$ cat src/rtl/compare_arbiter.sv
// rtl/compare_arbiter.sv - round-robin arbiter sharing one registered unsigned comparator
//
// Purpose:
//   N_REQ clients share a single eq/gt/lt comparator. In IDLE the arbiter grants one
//   requester (round-robin, starting after the last grant), latches its operand pair,
//   compares it in CMP and presents the result with the requester id in RESP until the
//   consumer accepts it.
//
// Ports:
//   clk        clock, rising edge
//   rst_n      asynchronous active-low reset
//   req_valid  per-requester request valid
//   req_a      operand a, requester i at [i*WIDTH +: WIDTH]
//   req_b      operand b, same packing
//   req_ready  one-hot accept strobe, only in IDLE
//   rsp_valid  result valid (RESP state)
//   rsp_ready  consumer accepts result
//   rsp_id     requester that owns the result
//   rsp_eq     a == b
//   rsp_gt     a >  b
//   rsp_lt     a <  b
//   busy       high whenever the FSM is not IDLE

module compare_arbiter #(
   parameter  int N_REQ = 4,
   parameter  int WIDTH = 4,
   localparam int ID_W  = $clog2(N_REQ)
) (
   input  logic                   clk,
   input  logic                   rst_n,
   input  logic [N_REQ-1:0]       req_valid,
   input  logic [N_REQ*WIDTH-1:0] req_a,
   input  logic [N_REQ*WIDTH-1:0] req_b,
   output logic [N_REQ-1:0]       req_ready,
   output logic                   rsp_valid,
   input  logic                   rsp_ready,
   output logic [ID_W-1:0]        rsp_id,
   output logic                   rsp_eq,
   output logic                   rsp_gt,
   output logic                   rsp_lt,
   output logic                   busy
);

   typedef enum logic [1:0] {
      ST_IDLE,
      ST_CMP,
      ST_RESP
   } state_t;

   state_t            state_q;
   logic [ID_W-1:0]   last_grant_q;
   logic [WIDTH-1:0]  a_q;
   logic [WIDTH-1:0]  b_q;
   logic [ID_W-1:0]   id_q;
   logic              rsp_valid_q;
   logic [ID_W-1:0]   rsp_id_q;
   logic              eq_q;
   logic              gt_q;
   logic              lt_q;

   logic              grant_found_d;
   logic [ID_W-1:0]   grant_id_d;
   logic [ID_W-1:0]   scan_id;
   logic [WIDTH-1:0]  sel_a_d;
   logic [WIDTH-1:0]  sel_b_d;

   // Scan from farthest to nearest so the requester closest after the pointer
   // is the last one written and therefore wins.
   always_comb begin
      grant_found_d = 1'b0;
      grant_id_d    = '0;
      scan_id       = '0;
      for (int k = N_REQ; k >= 1; k--) begin
         scan_id = ID_W'((int'(last_grant_q) + k) % N_REQ);
         if (req_valid[scan_id]) begin
            grant_found_d = 1'b1;
            grant_id_d    = scan_id;
         end
      end
   end

   always_comb begin
      sel_a_d = '0;
      sel_b_d = '0;
      for (int i = 0; i < N_REQ; i++) begin
         if (grant_id_d == ID_W'(i)) begin
            sel_a_d = req_a[i*WIDTH +: WIDTH];
            sel_b_d = req_b[i*WIDTH +: WIDTH];
         end
      end
   end

   // The accept strobe is combinational; gating with rst_n keeps it low while
   // reset is held even though the FSM already sits in IDLE.
   always_comb begin
      req_ready = '0;
      for (int i = 0; i < N_REQ; i++) begin
         req_ready[i] = rst_n && (state_q == ST_IDLE) && grant_found_d &&
                        (grant_id_d == ID_W'(i));
      end
   end

   always_ff @(posedge clk or negedge rst_n) begin
      if (!rst_n) begin
         state_q      <= ST_IDLE;
         last_grant_q <= ID_W'(N_REQ - 1);
         a_q          <= '0;
         b_q          <= '0;
         id_q         <= '0;
         rsp_valid_q  <= 1'b0;
         rsp_id_q     <= '0;
         eq_q         <= 1'b0;
         gt_q         <= 1'b0;
         lt_q         <= 1'b0;
      end else begin
         case (state_q)
            ST_IDLE: begin
               if (grant_found_d) begin
                  a_q          <= sel_a_d;
                  b_q          <= sel_b_d;
                  id_q         <= grant_id_d;
                  last_grant_q <= grant_id_d;
                  state_q      <= ST_CMP;
               end
            end
            ST_CMP: begin
               eq_q        <= (a_q == b_q);
               gt_q        <= (a_q >  b_q);
               lt_q        <= (a_q <  b_q);
               rsp_id_q    <= id_q;
               rsp_valid_q <= 1'b1;
               state_q     <= ST_RESP;
            end
            ST_RESP: begin
               if (rsp_ready) begin
                  rsp_valid_q <= 1'b0;
                  state_q     <= ST_IDLE;
               end
            end
            default: begin
               rsp_valid_q <= 1'b0;
               state_q     <= ST_IDLE;
            end
         endcase
      end
   end

   assign rsp_valid = rsp_valid_q;
   assign rsp_id    = rsp_id_q;
   assign rsp_eq    = eq_q;
   assign rsp_gt    = gt_q;
   assign rsp_lt    = lt_q;
   assign busy      = (state_q != ST_IDLE);

endmodule

$ cat config.mk
export PLATFORM = sky130hd
export DESIGN_NAME = compare_arbiter
export DESIGN_NICKNAME = d
export VERILOG_FILES = /design/src/rtl/compare_arbiter.sv
export SDC_FILE = /design/constraint.sdc
export NUM_CORES = 1
export LEC_CHECK = 0
export CORE_AREA = 10 10 57 77
export DETAILED_ROUTE_END_ITERATION = 12
export DIE_AREA = 0 0 67 87
export PLACE_DENSITY_LB_ADDON = 0.08
export SYNTH_ARGS = -nofsm -noshare
export SYNTH_HDL_FRONTEND = slang
export SYNTH_SLANG_ARGS = --single-unit
$ cat constraint.sdc
create_clock -name clk -period 2.4 [get_ports clk]
set_input_delay 0.48 -clock clk [delete_from_list [all_inputs] [get_ports clk]]
set_output_delay 0.48 -clock clk [all_outputs]
set_load 0.005 [all_outputs]
==> flow_summary.json, run 1 <==
{
  "status": "finished clean",
  "maxSlewViolCount": 0,
  "syn-mean-instance-area_um2": 9.67,
  "drt_wl_total_mm": 3.44,
  "yosys-top-cells-area": "dfrtp_1 (36%), a211oi_1 (8.5%), mux2i_1 (7.3%), dfstp_2 (4.2%), ha_1 (4.0%)",
  "synth_ff_type": "dfrtp_1",
  "cts_made_buffers": 3,
  "clkTransAtPathRegs_ns": 0.07,
  "ant_nets": 0,
  "synth_edf_count": 0,
  "routabilityCongestion": 0.797,
  "met3_length_um": 179,
  "timing.final.crit_share_pct": 95.8,
  "maxCapViolCount": 0,
  "netlist_instances": 128,
  "fin_nets": 233,
  "async_reset_ff_share_pct": 100,
  "grt_max_degree": 21,
  "cp.required_ns": 1.92,
  "wl_met1_mm": 1.32,
  "critical_path.max_fanout": 4,
  "portBuffers": 49,
  "io_pins": 50,
  "synth-simple-area-share_pct": 14.0,
  "drt-initial-drc-count": 12,
  "worst_pin_slew_ns": 0.302,
  "dr.pass1.iters": 4,
  "placed_cells": 224,
  "grt_pass1_wl_mm": 5.69,
  "p_per_area_nw_per_um2": 1030,
  "setup.worst_path.end_class": "output port",
  "synth_fa_ha_area_share_pct": 4.04,
  "maxUsedRoutingLayer": "met4",
  "start_kind": "input pin",
  "root_buffer": "clkbuf_8",
  "rsz0062_at_grt": "no",
  "viasPerCell": 5.15,
  "overflow": 0,
  "path_class": "in -> out",
  "die_w_um": 67,
  "start_util_pct": 40.8,
  "synthMuxAreaShare_pct": 11.5,
  "syn_area_um2": 1240,
  "layoutNonFillerInstCount": 228,
  "clock_skew_ns": 0.00607,
  "drive_gt1_share_pct": 17.5,
  "period_minus_slack_ns": 2.30,
  "synthDistinctLibCells": 32,
  "synth_top_cell_by_area": "dfrtp_1",
  "vias": 1175,
  "synthXorXnorAreaFrac_pct": 0,
  "hold_ws_ns": 0.478,
  "cts_tree": "built",
  "grt_pass1_vias": 1280,
  "ys_warn_count": 0,
  "antenna_found_initial": 0,
  "dpl.hpwl_mm": 2.93,
  "synth_compound_area_share_pct": 23.2,
  "drcViolationCount": 0,
  "cts_buffer_depth": 2,
  "synth_top_area_share_pct": 36.4,
  "syn2layout_area_growth_pct": 52.8,
  "grtUsageTotal_pct": 12.2,
  "n_antenna_cell": 0,
  "insertion_delay_ns": 0.26,
  "die_h_um": 87,
  "num_rows": 24,
  "route.met2.wl_mm": 1.86,
  "worstPathArrival_ns": 1.82,
  "min_path_type": "reg -> reg",
  "yosysSeqAreaShare_pct": 40.6,
  "wl_per_cell_um": 15.1,
  "pre_cts_slack_ns": -0.220,
  "setup_viol": 0,
  "core_region_area_um2": 3030,
  "p_leak_uw": 0.000854,
  "fin_ws_ns": 0.100,
  "ir_drop_v": 0.000674,
  "synth-seq-cells": 20,
  "yosysMostFrequentCell": "dfrtp_1",
  "hold_violations": 0,
  "synth_top_family_by_area": "compound AO/OA/AOI/OAI gates",
  "synth_common_cells": "dfrtp_1 (18), a211oi_1 (14), inv_1 (12), nor2_1 (12), mux2i_1 (9)",
  "slew_headroom_pct": 79.8,
  "cts.htree.levels": 1,
  "max_freq_ghz": 0.435,
  "totalPowerFinal_uw": 1940,
  "postCtsHoldBufs": 0,
  "dieArea_um2": 5830,
  "syn_nets": 171,
  "clock-sinks": 20
}
[state kept, by name, summed over array words and instances, names as in the netlist]
register      cells
b_q               4
rsp_eq            1
rsp_gt            1
state_q           2
id_q              2
last_grant_q      2
rsp_valid         1
a_q               4
rsp_id            2
rsp_lt            1
[routing by layer]
layer  up-vias  global-route usage, %
li1        583                      -
met1       547                   12.9
met2        39                   22.1
met3         6                   1.93
met4         0                   6.74
met5         -                      0
[worst paths after layout]
check                           startpoint               to  slack [ns]  cells after the start
setup reg to reg           last_grant_q[1]           a_q[0]        0.22                      6
max in group asynchronous            rst_n  last_grant_q[0]        1.43                      2
setup / recovery              req_valid[2]     req_ready[2]        0.10                      6
min in group asynchronous            rst_n           a_q[0]        0.70                      2
hold reg to reg                  rsp_id[1]        rsp_id[1]        0.48                      2
hold / removal                   rsp_id[1]        rsp_id[1]        0.48                      2
[through the flow]
stage	util [%]	cell area (µm²)	setup TNS, ns
6_report	62.3	1890	0
5_1_grt	62.3	1890	0
4_1_cts	62.1	1880	0
3_5_place_dp	60.6	1840	-1.10
3_3_place_gp	60.6	1840	-0.755
2_1_floorplan	-	1240	0
[what timing repair did]
action                                  4_1_cts  5_1_grt
resized for setup                             6        7
endpoints found under the setup margin        4        3
pin swaps                                     0        2
buffers inserted                              0        0
[critical path: stages]
cell and delay (ns):
clkdlybuf4s50_1 0.44, nand2b_4 0.17, o22ai_2 0.23, a21o_1 0.17, nor2_1 0.06, dlygate4sd2_1 0.26
[layout make-up]
type / instances / area (µm²)
Timing Repair Buffer: 61 / 574
Tap cell: 39 / 48.8
Clock buffer: 4 / 45.0
Sequential cell: 20 / 503
Inverter: 14 / 52.6
Fill cell: 268 / 1140
Multi-Input combinational cell: 90 / 667
[placed cells by master, fill, tap and decap left out, types with 2 or more instances in the layout]
cell type	synthesis	layout
a221o_1	2	2
a21oi_1	4	3
nand2b_1	5	4
a211oi_1	14	14
inv_2	2	3
o21ai_0	5	5
mux2i_1	9	8
dlygate4sd2_1	0	3
a21o_1	2	2
mux2_2	2	2
clkbuf_8	0	3
nor2_1	12	12
dfrtp_1	18	18
nand2_1	8	8
a221oi_1	3	3
inv_1	12	11
mux2_4	2	2
dfstp_2	2	2
clkdlybuf4s50_1	0	43
nand3b_1	2	2
buf_4	0	12
ha_1	4	4
nand3_1	5	5
[cell families after synthesis]
logic type,count (synthesis)
AND/OR/NAND/NOR,36
flip-flops,20
buffers and inverters,18
AO/OA/AOI/OAI,37
multiplexers,13
adder cells (fa/ha/maj),4
[where the power goes]
group / total [µW] / leakage (µW) / switching [µW] / internal [µW]
Combinational: 1100 / 0.000598 / 516 / 581
Clock: 222 / 0.0000228 / 104 / 118
Sequential: 624 / 0.000233 / 104 / 520
Total: 1940 / 0.000854 / 725 / 1220
No activity file was read; power rests on OpenSTA's default activity.
==> run 2, diff against run 1 <==
--- a/config.mk
+++ b/config.mk
@@ -5,9 +5,9 @@
 export SDC_FILE = /design/constraint.sdc
 export NUM_CORES = 1
 export LEC_CHECK = 0
-export CORE_AREA = 10 10 57 77
+export CORE_AREA = 10 10 55 75
 export DETAILED_ROUTE_END_ITERATION = 12
-export DIE_AREA = 0 0 67 87
+export DIE_AREA = 0 0 65 85
 export PLACE_DENSITY_LB_ADDON = 0.08
 export SYNTH_ARGS = -nofsm -noshare
 export SYNTH_HDL_FRONTEND = slang
==> constraint.sdc (replaced) <==
create_clock -name clk -period 2.75 [get_ports clk]
set_input_delay 0.55 -clock clk [delete_from_list [all_inputs] [get_ports clk]]
set_output_delay 0.55 -clock clk [all_outputs]
set_load 0.005 [all_outputs]
==> flow_summary.json, run 2 (same netlist as run 1, synthesis figures left out) <==
{
  "dr.pass1.iters": 4,
  "overflow": 0,
  "max_freq_ghz": 0.405,
  "place_area_um2": 1820,
  "switching_power_uw": 625,
  "postLayoutCellArea_um2": 1880,
  "setup_viol": 0,
  "regArea_um2": 503,
  "die_h_um": 85,
  "switching_share_pct": 36.8,
  "start_kind": "input pin",
  "setup.worst_path.end_class": "output port",
  "reg_top3": "a_q (4), b_q (4)",
  "crit_buf_inv": 4,
  "viasPerCell": 5.18,
  "p_leak_uw": 0.000870,
  "path_cells": "clkdlybuf4s50_1 > inv_1 > a31o_2 > inv_2 > nand3_1 > nor2_1 > dlygate4sd2_1",
  "vias": 1160,
  "io_pins": 50,
  "core_region_area_um2": 2790,
  "syn2layout_area_growth_pct": 51.6,
  "dpl.hpwl_mm": 2.90,
  "multi_input_area_um2": 652,
  "maxCapViolCount": 0,
  "hold_violations": 0,
  "drt-initial-drc-count": 36,
  "critical_path.top_delay_family": "buffers and inverters",
  "p_per_area_nw_per_um2": 906,
  "fin_nets": 231,
  "postCtsSetupBuffers": 0,
  "die_w_um": 65,
  "ir_drop_v": 0.000489,
  "cp.required_ns": 2.20,
  "clock-sinks": 20,
  "grtUsageTotal_pct": 12.6,
  "drive_gt1_share_pct": 14.4,
  "insertion_delay_ns": 0.26,
  "num_rows": 23,
  "wl_per_cell_um": 14.7,
  "crit_slowest_cell": "clkdlybuf4s50_1",
  "cts_buffer_depth": 2,
  "layout_commonest_cell": "clkdlybuf4s50_1",
  "antenna_found_initial": 0,
  "status": "finished clean",
  "cts_tree": "built",
  "max_stage_delay_ns": 0.51,
  "grt_pass1_vias": 1277,
  "slew_headroom_pct": 62.5,
  "path_class": "in -> out",
  "routabilityCongestion": 0.840,
  "internal-power_uw": 1070,
  "timing.final.crit_share_pct": 89.8,
  "power_frac_seq_pct": 31.9,
  "grt_pass1_wl_mm": 5.74,
  "portBuffers": 49,
  "cts.htree.levels": 1,
  "grt_max_degree": 21,
  "root_buffer": "clkbuf_8",
  "p_comb_share_pct": 55.2,
  "p_clk_share_pct": 12.9,
  "postCtsHoldBufs": 0,
  "n_antenna_cell": 0,
  "drcViolationCount": 0,
  "clock_skew_ns": 0.00641,
  "drt_wl_total_mm": 3.29,
  "cts_made_buffers": 3,
  "maxSlewViolCount": 0,
  "start_util_pct": 44.3,
  "rsz0062_at_grt": "no",
  "clkTransAtPathRegs_ns": 0.07,
  "critical_path.max_fanout": 3,
  "fill_cells": 258,
  "dieArea_um2": 5530,
  "final_cell_mix": "clkdlybuf4s50_1 (44), dfrtp_1 (18), a211oi_1 (14)",
  "totalPowerFinal_uw": 1700,
  "min_path_type": "reg -> reg",
  "ant_nets": 0,
  "period_minus_slack_ns": 2.47,
  "worstPathArrival_ns": 1.92,
  "worst_pin_slew_ns": 0.561
}
run 2: layout make-up:
| cell class | instances | area share (%) |
|---|---|---|
| Inverter | 14 | 2.80 |
| Sequential cell | 20 | 26.8 |
| Clock buffer | 4 | 2.94 |
| Timing Repair Buffer | 59 | 30.2 |
| Tap cell | 37 | 2.47 |
| Multi-Input combinational cell | 90 | 34.8 |
run 2: routing by layer:
metal	up-vias	share of wire [%]	wire length, µm	GRT usage (%)
li1	576	-	-	-
met1	536	40	1330	13.5
met2	43	49	1630	21.8
met3	5	9.0	297	5.53
met4	0	1.0	34	3.13
met5	-	0	0	0
run 2: power by group through the flow:
stage | clock, µW | sequential, µW | combinational, µW
4_1_cts | 223 | 546 | 952
5_1_grt | 232 | 568 | 1060
3_5_place_dp | 0 | 551 | 955
6_report | 220 | 542 | 938
3_3_place_gp | 0 | 542 | 927
2_1_floorplan | 0 | 531 | 602
run 2: timing repair:
action	in CTS	in global routing
setup endpoints to repair	4	2
gates cloned	0	0
pin swaps	0	1
resized for setup	3	2
run 2: worst paths after layout:
path	startpoint	to	slack [ns]	depth (start not counted)
min in group asynchronous	rst_n	rsp_gt	0.77	2
max reg2reg	last_grant_q[1]	a_q[2]	0.62	6
max	req_valid[1]	req_ready[2]	0.28	7
min	rsp_valid	rsp_valid	0.48	1
min reg2reg	rsp_valid	rsp_valid	0.48	1
max in group asynchronous	rst_n	last_grant_q[1]	1.70	2
run 2: per-stage QoR:
step                      instances  setup slack, ns  utilization (%)  hold WS (ns)  setup TNS (ns)
after global placement          220           0.0510             65.2         0.460               0
after CTS                       224         0.000985             67.0         0.486               0
after global routing            224            0.138             67.2         0.510               0
final                           224            0.280             67.2         0.480               0
after floorplan                 128            0.696                -         0.254               0
after detailed placement        220          -0.0136             65.2         0.471         -0.0234
